**src/rtl/fixed_divider_16bit.sv**
```systemverilog
// Sequential divider for a 16-bit scaled fixed-point format {scale[2:0], signed[12:0]}.
// The dividend is aligned to the larger scale, then divided with 20 restoring steps.
module fixed_divider_16bit (
  input  logic        clk,
  input  logic        rst_n,
  input  logic        start,
  input  logic [15:0] dividend,
  input  logic [15:0] divisor,
  output logic [15:0] out,
  output logic        busy,
  output logic        done,
  output logic        overflow,
  output logic        div_by_zero
);

  typedef enum logic [2:0] {IDLE, LOAD, DIV, SIGN, DONE} state_t;

  state_t      state, state_next;
  logic [15:0] a_reg, b_reg;
  logic [4:0]  iter;
  logic [12:0] rem;
  logic [12:0] dvs;
  logic [19:0] quo;
  logic        neg;
  logic [2:0]  scale;

  function automatic logic [12:0] mag13(input logic [12:0] n);
    return n[12] ? (~n + 13'd1) : n;
  endfunction

  // Scale alignment derived from the captured operands.
  logic [2:0] sa, sb, shift, scale_max;
  logic       a_ge;
  always_comb begin
    sa        = a_reg[15:13];
    sb        = b_reg[15:13];
    a_ge      = (sa >= sb);
    shift     = a_ge ? (sa - sb) : (sb - sa);
    scale_max = a_ge ? sa : sb;
  end

  // One restoring step: shift the next dividend bit into the remainder and try to subtract.
  logic [13:0] rem_shift;
  logic        fits;
  logic [19:0] q_signed;
  always_comb begin
    rem_shift = {rem, quo[19]};
    fits      = (rem_shift >= {1'b0, dvs});
    q_signed  = neg ? (~quo + 20'd1) : quo;
  end

  // NOTE: sequential state uses non-blocking assignments so every register samples pre-edge values.
  always_ff @(posedge clk) begin
    if (!rst_n) state <= IDLE;
    else        state <= state_next;
  end

  always_comb begin
    state_next = state;
    case (state)
      IDLE:    if (start) state_next = LOAD;
      LOAD:    state_next = DIV;
      DIV:     if (iter == 5'd19) state_next = SIGN;
      SIGN:    state_next = DONE;
      DONE:    state_next = IDLE;
      default: state_next = IDLE;
    endcase
  end

  always_comb begin
    busy = (state != IDLE);
    done = (state == DONE);
  end

  // NOTE: operand and working registers are left unreset; they are always written before being read.
  always_ff @(posedge clk) begin
    if (!rst_n) begin
      iter        <= 5'd0;
      out         <= 16'h0000;
      overflow    <= 1'b0;
      div_by_zero <= 1'b0;
    end else begin
      case (state)
        IDLE: if (start) begin
          a_reg <= dividend;
          b_reg <= divisor;
        end
        LOAD: begin
          scale <= scale_max;
          quo   <= 20'(mag13(a_reg[12:0])) << shift;
          dvs   <= mag13(b_reg[12:0]);
          neg   <= a_reg[12] ^ b_reg[12];
          rem   <= 13'd0;
          iter  <= 5'd0;
        end
        DIV: begin
          rem  <= fits ? 13'(rem_shift - {1'b0, dvs}) : rem_shift[12:0];
          quo  <= {quo[18:0], fits};
          iter <= iter + 5'd1;
        end
        SIGN: begin
          if (dvs == 13'd0) begin
            out         <= {scale, 13'h0000};
            overflow    <= 1'b1;
            div_by_zero <= 1'b1;
          end else begin
            out         <= {scale, q_signed[12:0]};
            overflow    <= neg ? (quo > 20'd4096) : (quo > 20'd4095);
            div_by_zero <= 1'b0;
          end
        end
        default: ;
      endcase
    end
  end

endmodule

```
**config.mk**
```make
export PLATFORM = sky130hd
export DESIGN_NAME = fixed_divider_16bit
export DESIGN_NICKNAME = d
export VERILOG_FILES = /design/src/rtl/fixed_divider_16bit.sv
export SDC_FILE = /design/constraint.sdc
export NUM_CORES = 1
export LEC_CHECK = 0
export BUFFER_PORTS_ARGS = -buffer_cell sky130_fd_sc_hd__buf_4
export CAP_MARGIN = 20
export CORE_MARGIN = 2
export CORE_UTILIZATION = 50
export CTS_BUF_LIST = sky130_fd_sc_hd__clkbuf_4 sky130_fd_sc_hd__clkbuf_8
export CTS_CLUSTER_DIAMETER = 120
export DETAILED_ROUTE_END_ITERATION = 10
export GPL_TIMING_DRIVEN = 1
export PLACE_DENSITY = 0.71
export SETUP_SLACK_MARGIN = 0.1
export SLEW_MARGIN = 30
export SYNTH_ARGS = -nofsm -noshare
export SYNTH_HDL_FRONTEND = slang
export SYNTH_SLANG_ARGS = --single-unit
```
**constraint.sdc**
```tcl
create_clock -name clk -period 5.35 [get_ports clk]
set_input_delay 0.8025 -clock clk [delete_from_list [all_inputs] [get_ports clk]]
set_output_delay 0.8025 -clock clk [all_outputs]
set_load 0.01 [all_outputs]
```
==> qor.csv, run 1 <==
metric;value;unit
status;finished clean;
finalSetupViolations;0;
grt_overflow;0;
synth_warnings;0;
yosys.area.top_type;edfxtp_1;
rows;40;
multi_input_comb_area;2990;µm²
seq_area_frac_synth;48.1;%
end_kind;register;
cts_buffers;9;
routedWlPerCell;15.1;µm
core;12100;µm²
nets;705;
die_h;115;µm
p_int;1.28;mW
clkTransAtPathRegs;0.10;ns
whs;0.479;ns
swShare;28.9;%
dr.pass1.iters;5;
vias_per_cell;5.60;
start_kind;register;
pwr-share-comb;18.6;%
root_buffer;clkbuf_8;
criticalPathCategory;reg2reg;
p_switching;0.520;mW
synth-edff-count;82;
fillCellCount;1047;
holdPathEnd;out[15]$_SDFFE_PN0P_;
rsz0062_at_grt;false;
cts_setup_buffers;0;
critPathSlowestCell;ha_1;
tritoncts;yes;
antenna_found_initial;0;
totalWireLength;12400;µm
clock_path_buffers;2;
max-slew-margin-rel;54.6;%
ant_nets;0;
drtIter0Drc;396;
cts_htree_levels;3;
rr_endpoint;quo[7]$_DFFE_PP_;
synth.top_cells.by_count;edfxtp_1, nand2_1, nor2_1;
ff2ff_setup_slack;2.20;ns
synth_seq_cells;108;
setup_tns;0;ns
critPathMaxFanout;18;
syn_avg_cell_area;10.2;µm²
synth.most_common_cell;edfxtp_1;
ys.flop_type;edfxtp_1;
grt_pass1_wl;20700;µm
largest_reg_flops;20;
syn_area;6200;µm²
min_period;3.15;ns
async_flop_share;0;%
io_buffers;54;
drv_slew;0;
synth_cells;605;
vias;4580;
clk_latency;0.39;ns
largest_register;quo;
drc;0;
r2r_start;a_reg[13]$_DFFE_PP_;
power_leakage;2.58;nW
cts_hold_buf;0;
finClkSkew;0.0110;ns
synth_top_area_share;39.7;%
reg2reg_depth;8;
min_from;out[15]$_SDFFE_PN0P_;
antennaDiodeCount;0;
synth_fp_nets;665;
grt_pass1_vias;4199;
grt_usage;19.8;%
synthTopCellsByArea;edfxtp_1, dfxtp_1, ha_1;
seq_area;2980;µm²
critical_path_buf_inv_count;1;
synthDistinctLibCells;65;
initial_core_util;51.4;%
cap_viol_max_count;0;
fin_crit_sh;58.9;%
min_path_cells;2;
cp_top_family;simple AND/OR/NAND/NOR gates;
critPathMaxStageDelay;0.61;ns
die-area;13300;µm²
gp_congestion;0.885;
ios;55;
final-hold-violation-count;0;
drive_above_1_share;15.4;%
final_cells;818;
area_growth;11.8;%
cts_resized;0;
path_cells;inv_1, ha_1, nor2b_1, o21ai_2, mux2i_1, xnor2_2, or4_1, o221a_2;
clock-sinks;108;
dpl.cell_count;802;
grt_start_max_net_pins;34;
critPathRequiredTime;5.50;ns
hpwlAfterDp;9160;µm
die-width;115;µm
hp-class;reg2reg;
worstMarginPinSlew;0.680;ns
powerDensity;260;nW/µm²
arrival;3.30;ns
finalPower;1.80;mW
irDropWorstVdd;0.000178;V
p_seq_share;55.2;%
fmax;317;MHz
clockPowerShare;26.2;%
how the worst max path moves through the flow:
stage                              endpoint  slack (ns)  depth (start not counted)                 from
after floorplan            quo[0]$_DFFE_PP_        2.36                          2                rst_n
after global placement    quo[13]$_DFFE_PP_        2.09                          8  a_reg[13]$_DFFE_PP_
after detailed placement  quo[17]$_DFFE_PP_        2.03                          8  a_reg[13]$_DFFE_PP_
after CTS                 quo[17]$_DFFE_PP_        2.02                          8  a_reg[13]$_DFFE_PP_
after global routing      quo[17]$_DFFE_PP_        1.89                          8  a_reg[13]$_DFFE_PP_
final                      quo[7]$_DFFE_PP_        2.20                          8  a_reg[13]$_DFFE_PP_
per-stage QoR:
| step | setup slack (ns) | utilization [%] | cell area, µm² |
|---|---|---|---|
| final | 2.20 | 57.5 | 6930 |
| after global routing | 1.89 | 57.5 | 6930 |
| after CTS | 2.02 | 57.3 | 6920 |
| after detailed placement | 2.03 | 55.9 | 6740 |
| after global placement | 2.09 | 55.8 | 6730 |
| after floorplan | 2.36 | - | 6200 |
metal layers:
metal  GRT usage, %  wire length, µm  up-vias
met5              0                0        -
met4           5.94              149        0
met3           5.11              656       13
met2           30.4             5630      110
met1           27.8             5940     2140
li1               -                -     2317
cell type report:
class,count,share of cell area [%]
Inverter,33,1.79
Clock buffer,9,1.79
Multi-Input combinational cell,434,43.2
Clock inverter,7,0.794
Tap cell,168,3.03
Timing Repair Buffer,59,6.39
Sequential cell,108,43.0
logic make-up (layout without fill, tap and decap cells):
group	Yosys count	count (layout)	share of synthesized area (%)
AO/OA/AOI/OAI	138	138	15.6
AND/OR/NAND/NOR	217	217	17.9
adder cells (fa/ha/maj)	25	25	5.41
multiplexers	17	17	3.79
XOR/XNOR	37	37	5.23
buffers and inverters	63	108	4.02
flip-flops	108	108	48.1
worst register-to-register path: cells and delay by family, from the launching register on:
family,cells,cell delay (ns)
mux,1,0.46
xor+xnor,1,0.26
fa+ha+maj,1,0.61
compound gates,2,0.49
simple gates,2,0.67
buf+inv,1,0.05
flops,1,0.38
power groups by stage:
stage	Clock (mW)	Sequential [mW]	Combinational, mW
floorplan	0	0.998	0.257
global placement	0	1.01	0.324
detailed placement	0	1.01	0.331
CTS	0.489	0.994	0.332
global route	0.520	1.00	0.376
finish	0.471	0.994	0.335
cell usage in the layout (no fill, tap or decap), types with 7 or more instances in the layout:
cell type  instances
a211oi_1           7
a21oi_1           23
a22oi_1           12
a31oi_1            7
buf_4             59
clkbuf_8           9
dfxtp_1           26
edfxtp_1          82
ha_1              22
inv_1             33
mux2i_1            7
nand2_1           65
nand3_1           13
nand4_1            7
nor2_1            34
nor2b_1           19
nor3_1            26
nor4_1             7
o21ai_0           29
o31ai_1            8
or3_1              7
xnor2_1           24
xor2_1            11
Power figures use the tool's default switching activity.
==> inputs of run 2 (changes only) <==
--- a/config.mk
+++ b/config.mk
@@ -13,7 +13,7 @@
 export CTS_CLUSTER_DIAMETER = 120
 export DETAILED_ROUTE_END_ITERATION = 10
 export GPL_TIMING_DRIVEN = 1
-export PLACE_DENSITY = 0.71
+export PLACE_DENSITY = 0.73
 export SETUP_SLACK_MARGIN = 0.1
 export SLEW_MARGIN = 30
 export SYNTH_ARGS = -nofsm -noshare
==> constraint.sdc (replaced) <==
create_clock -name clk -period 2.71 [get_ports clk]
set_input_delay 0.4065 -clock clk [delete_from_list [all_inputs] [get_ports clk]]
set_output_delay 0.4065 -clock clk [all_outputs]
set_load 0.01 [all_outputs]
==> run 2 against run 1 <==
Effect of this change: non-clock buffer count is 28 higher; worst setup slack worse by 2.0 ns; first-iteration DRC count is 33% lower; maximum frequency is 24% higher; die area stayed put; worst hold slack worse by 0.28 ns.
==> qor.csv, run 2 (synthesis results as in run 1) <==
metric;value;unit
rsz0062_at_grt;true;
drive_above_1_share;20.8;%
cts_buffers;9;
io_buffers;54;
rows;40;
tritoncts;yes;
min_path_cells;1;
grt_pass1_vias;4561;
vias_per_cell;5.68;
rr_endpoint;rem[10]$_SDFFCE_PN0P_;
path_cells;inv_1, ha_1, inv_1, fa_2, a211oi_2, o21bai_2, a41oi_2, mux2_4, o21ai_1, a21oi_1;
min_from;dividend[4];
finish.utilization;60.3;%
finalPower;3.82;mW
critPathMaxFanout;4;
critPathMaxStageDelay;0.40;ns
final_cells;846;
drtIter0Drc;265;
max-slew-margin-rel;52.0;%
reg2reg_depth;10;
clock-sinks;108;
arrival;2.67;ns
die_h;115;µm
die-area;13300;µm²
irDropWorstVdd;0.000406;V
ios;55;
grt_start_max_net_pins;34;
antenna_found_initial;0;
clk_latency;0.39;ns
dr.pass1.iters;5;
drc;0;
grt_pass1_wl;21600;µm
ant_nets;0;
power_leakage;2.76;nW
fmax;394;MHz
largest_register;quo;
most-common-layout-cells;buf_4, edfxtp_1, nand2_1, nor2_1, inv_1;
fin_crit_sh;93.7;%
r2r_start;quo[19]$_DFFE_PP_;
critPathRequiredTime;2.84;ns
critPathSlowestCell;edfxtp_1;
clkTransAtPathRegs;0.11;ns
criticalPathCategory;reg2reg;
grt_overflow;0;
cpMostUsedCell;inv_1;
clock_path_buffers;2;
cap_viol_max_count;0;
holdPathEnd;a_reg[4]$_DFFE_PP_;
cts_htree_levels;3;
final_common_cell;buf_4;
gp_congestion;0.876;
finClkSkew;0.0160;ns
start_kind;register;
totalWireLength;13300;µm
hpwlAfterDp;9900;µm
routedWlPerCell;15.7;µm
nets;733;
area_growth;17.4;%
worstMarginPinSlew;0.721;ns
initial_core_util;51.4;%
finalSetupViolations;0;
vias;4808;
largest_reg_flops;20;
die-width;115;µm
core;12100;µm²
cts_hold_buf;0;
status;finished clean;
drv_slew;0;
final-hold-violation-count;0;
antennaDiodeCount;0;
hp-class;in2reg;
powerDensity;526;nW/µm²
dpl.cell_count;826;
min_period;2.54;ns
ff2ff_setup_slack;0.17;ns
end_kind;register;
root_buffer;clkbuf_8;
grt_usage;20.7;%
==> run 2: changes by cell type in the layout (fill, tap and decap cells not counted), sizes merged <==
cell / previous run / this run
buf: 59 / 87
bufinv: 0 / 2
clkbuf: 9 / 10
inv: 38 / 35
==> run 2: cell type report <==
class                           count  area, µm²
Inverter                           33        124
Clock inverter                      6       85.1
Fill cell                        1002       4780
Timing Repair Buffer               87        653
Clock buffer                       10        138
Multi-Input combinational cell    434       3090
Sequential cell                   108       2980
Tap cell                          168        210
==> run 2: through the flow <==
step                      setup TNS, ns  cell area, µm²  setup slack [ns]  hold WS [ns]
after global placement                0            6910            0.0714         0.452
after global routing                  0            7280            0.0728         0.173
after detailed placement       -0.00809            6910          -0.00809         0.464
after floorplan                       0            6200             0.103         0.453
final                                 0            7280             0.171         0.198
after CTS                             0            7190             0.108         0.177
==> run 2: how the worst max path moves through the flow <==
stage                       endpoint  slack, ns                start
2_1_floorplan       quo[7]$_DFFE_PP_       0.10   a_reg[0]$_DFFE_PP_
3_3_place_gp   rem[10]$_SDFFCE_PN0P_       0.07    quo[19]$_DFFE_PP_
3_5_place_dp   rem[10]$_SDFFCE_PN0P_     -0.008    quo[19]$_DFFE_PP_
4_1_cts             quo[7]$_DFFE_PP_       0.11  a_reg[15]$_DFFE_PP_
5_1_grt        rem[10]$_SDFFCE_PN0P_       0.07    quo[19]$_DFFE_PP_
6_report       rem[10]$_SDFFCE_PN0P_       0.17    quo[19]$_DFFE_PP_
==> run 2: repair_timing <==
| item | CTS | global route |
|---|---|---|
| pin swaps | 0 | 5 |
| buffers inserted | 0 | 4 |
| gates resized for setup | 11 | 13 |
| endpoints found under the setup margin | 8 | 23 |
==> run 2: routing by layer <==
layer | vias up | part of all wire [%] | track usage (%)
met2 | 114 | 49 | 34.5
met3 | 16 | 4.5 | 4.32
met4 | 0 | 1.4 | 6.43
met5 | - | 0 | 0
li1 | 2374 | - | -
met1 | 2304 | 46 | 27.3
==> run 2: worst max-delay path, delay by kind of cell (launching register included) <==
family | cells | cell delay, ns
multiplexers | 1 | 0.32
adder cells (fa/ha/maj) | 2 | 0.51
flip-flops | 1 | 0.40
buffers and inverters | 2 | 0.14
AO/OA/AOI/OAI | 5 | 0.90
==> run 2: report_power, final <==
part | total [mW] | switching, mW | internal [mW] | leakage (nW)
clock | 1.10 | 0.556 | 0.547 | 0.117
sequential | 1.95 | 0.0624 | 1.89 | 0.969
combinational | 0.772 | 0.423 | 0.349 | 1.68
total | 3.82 | 1.04 | 2.78 | 2.76
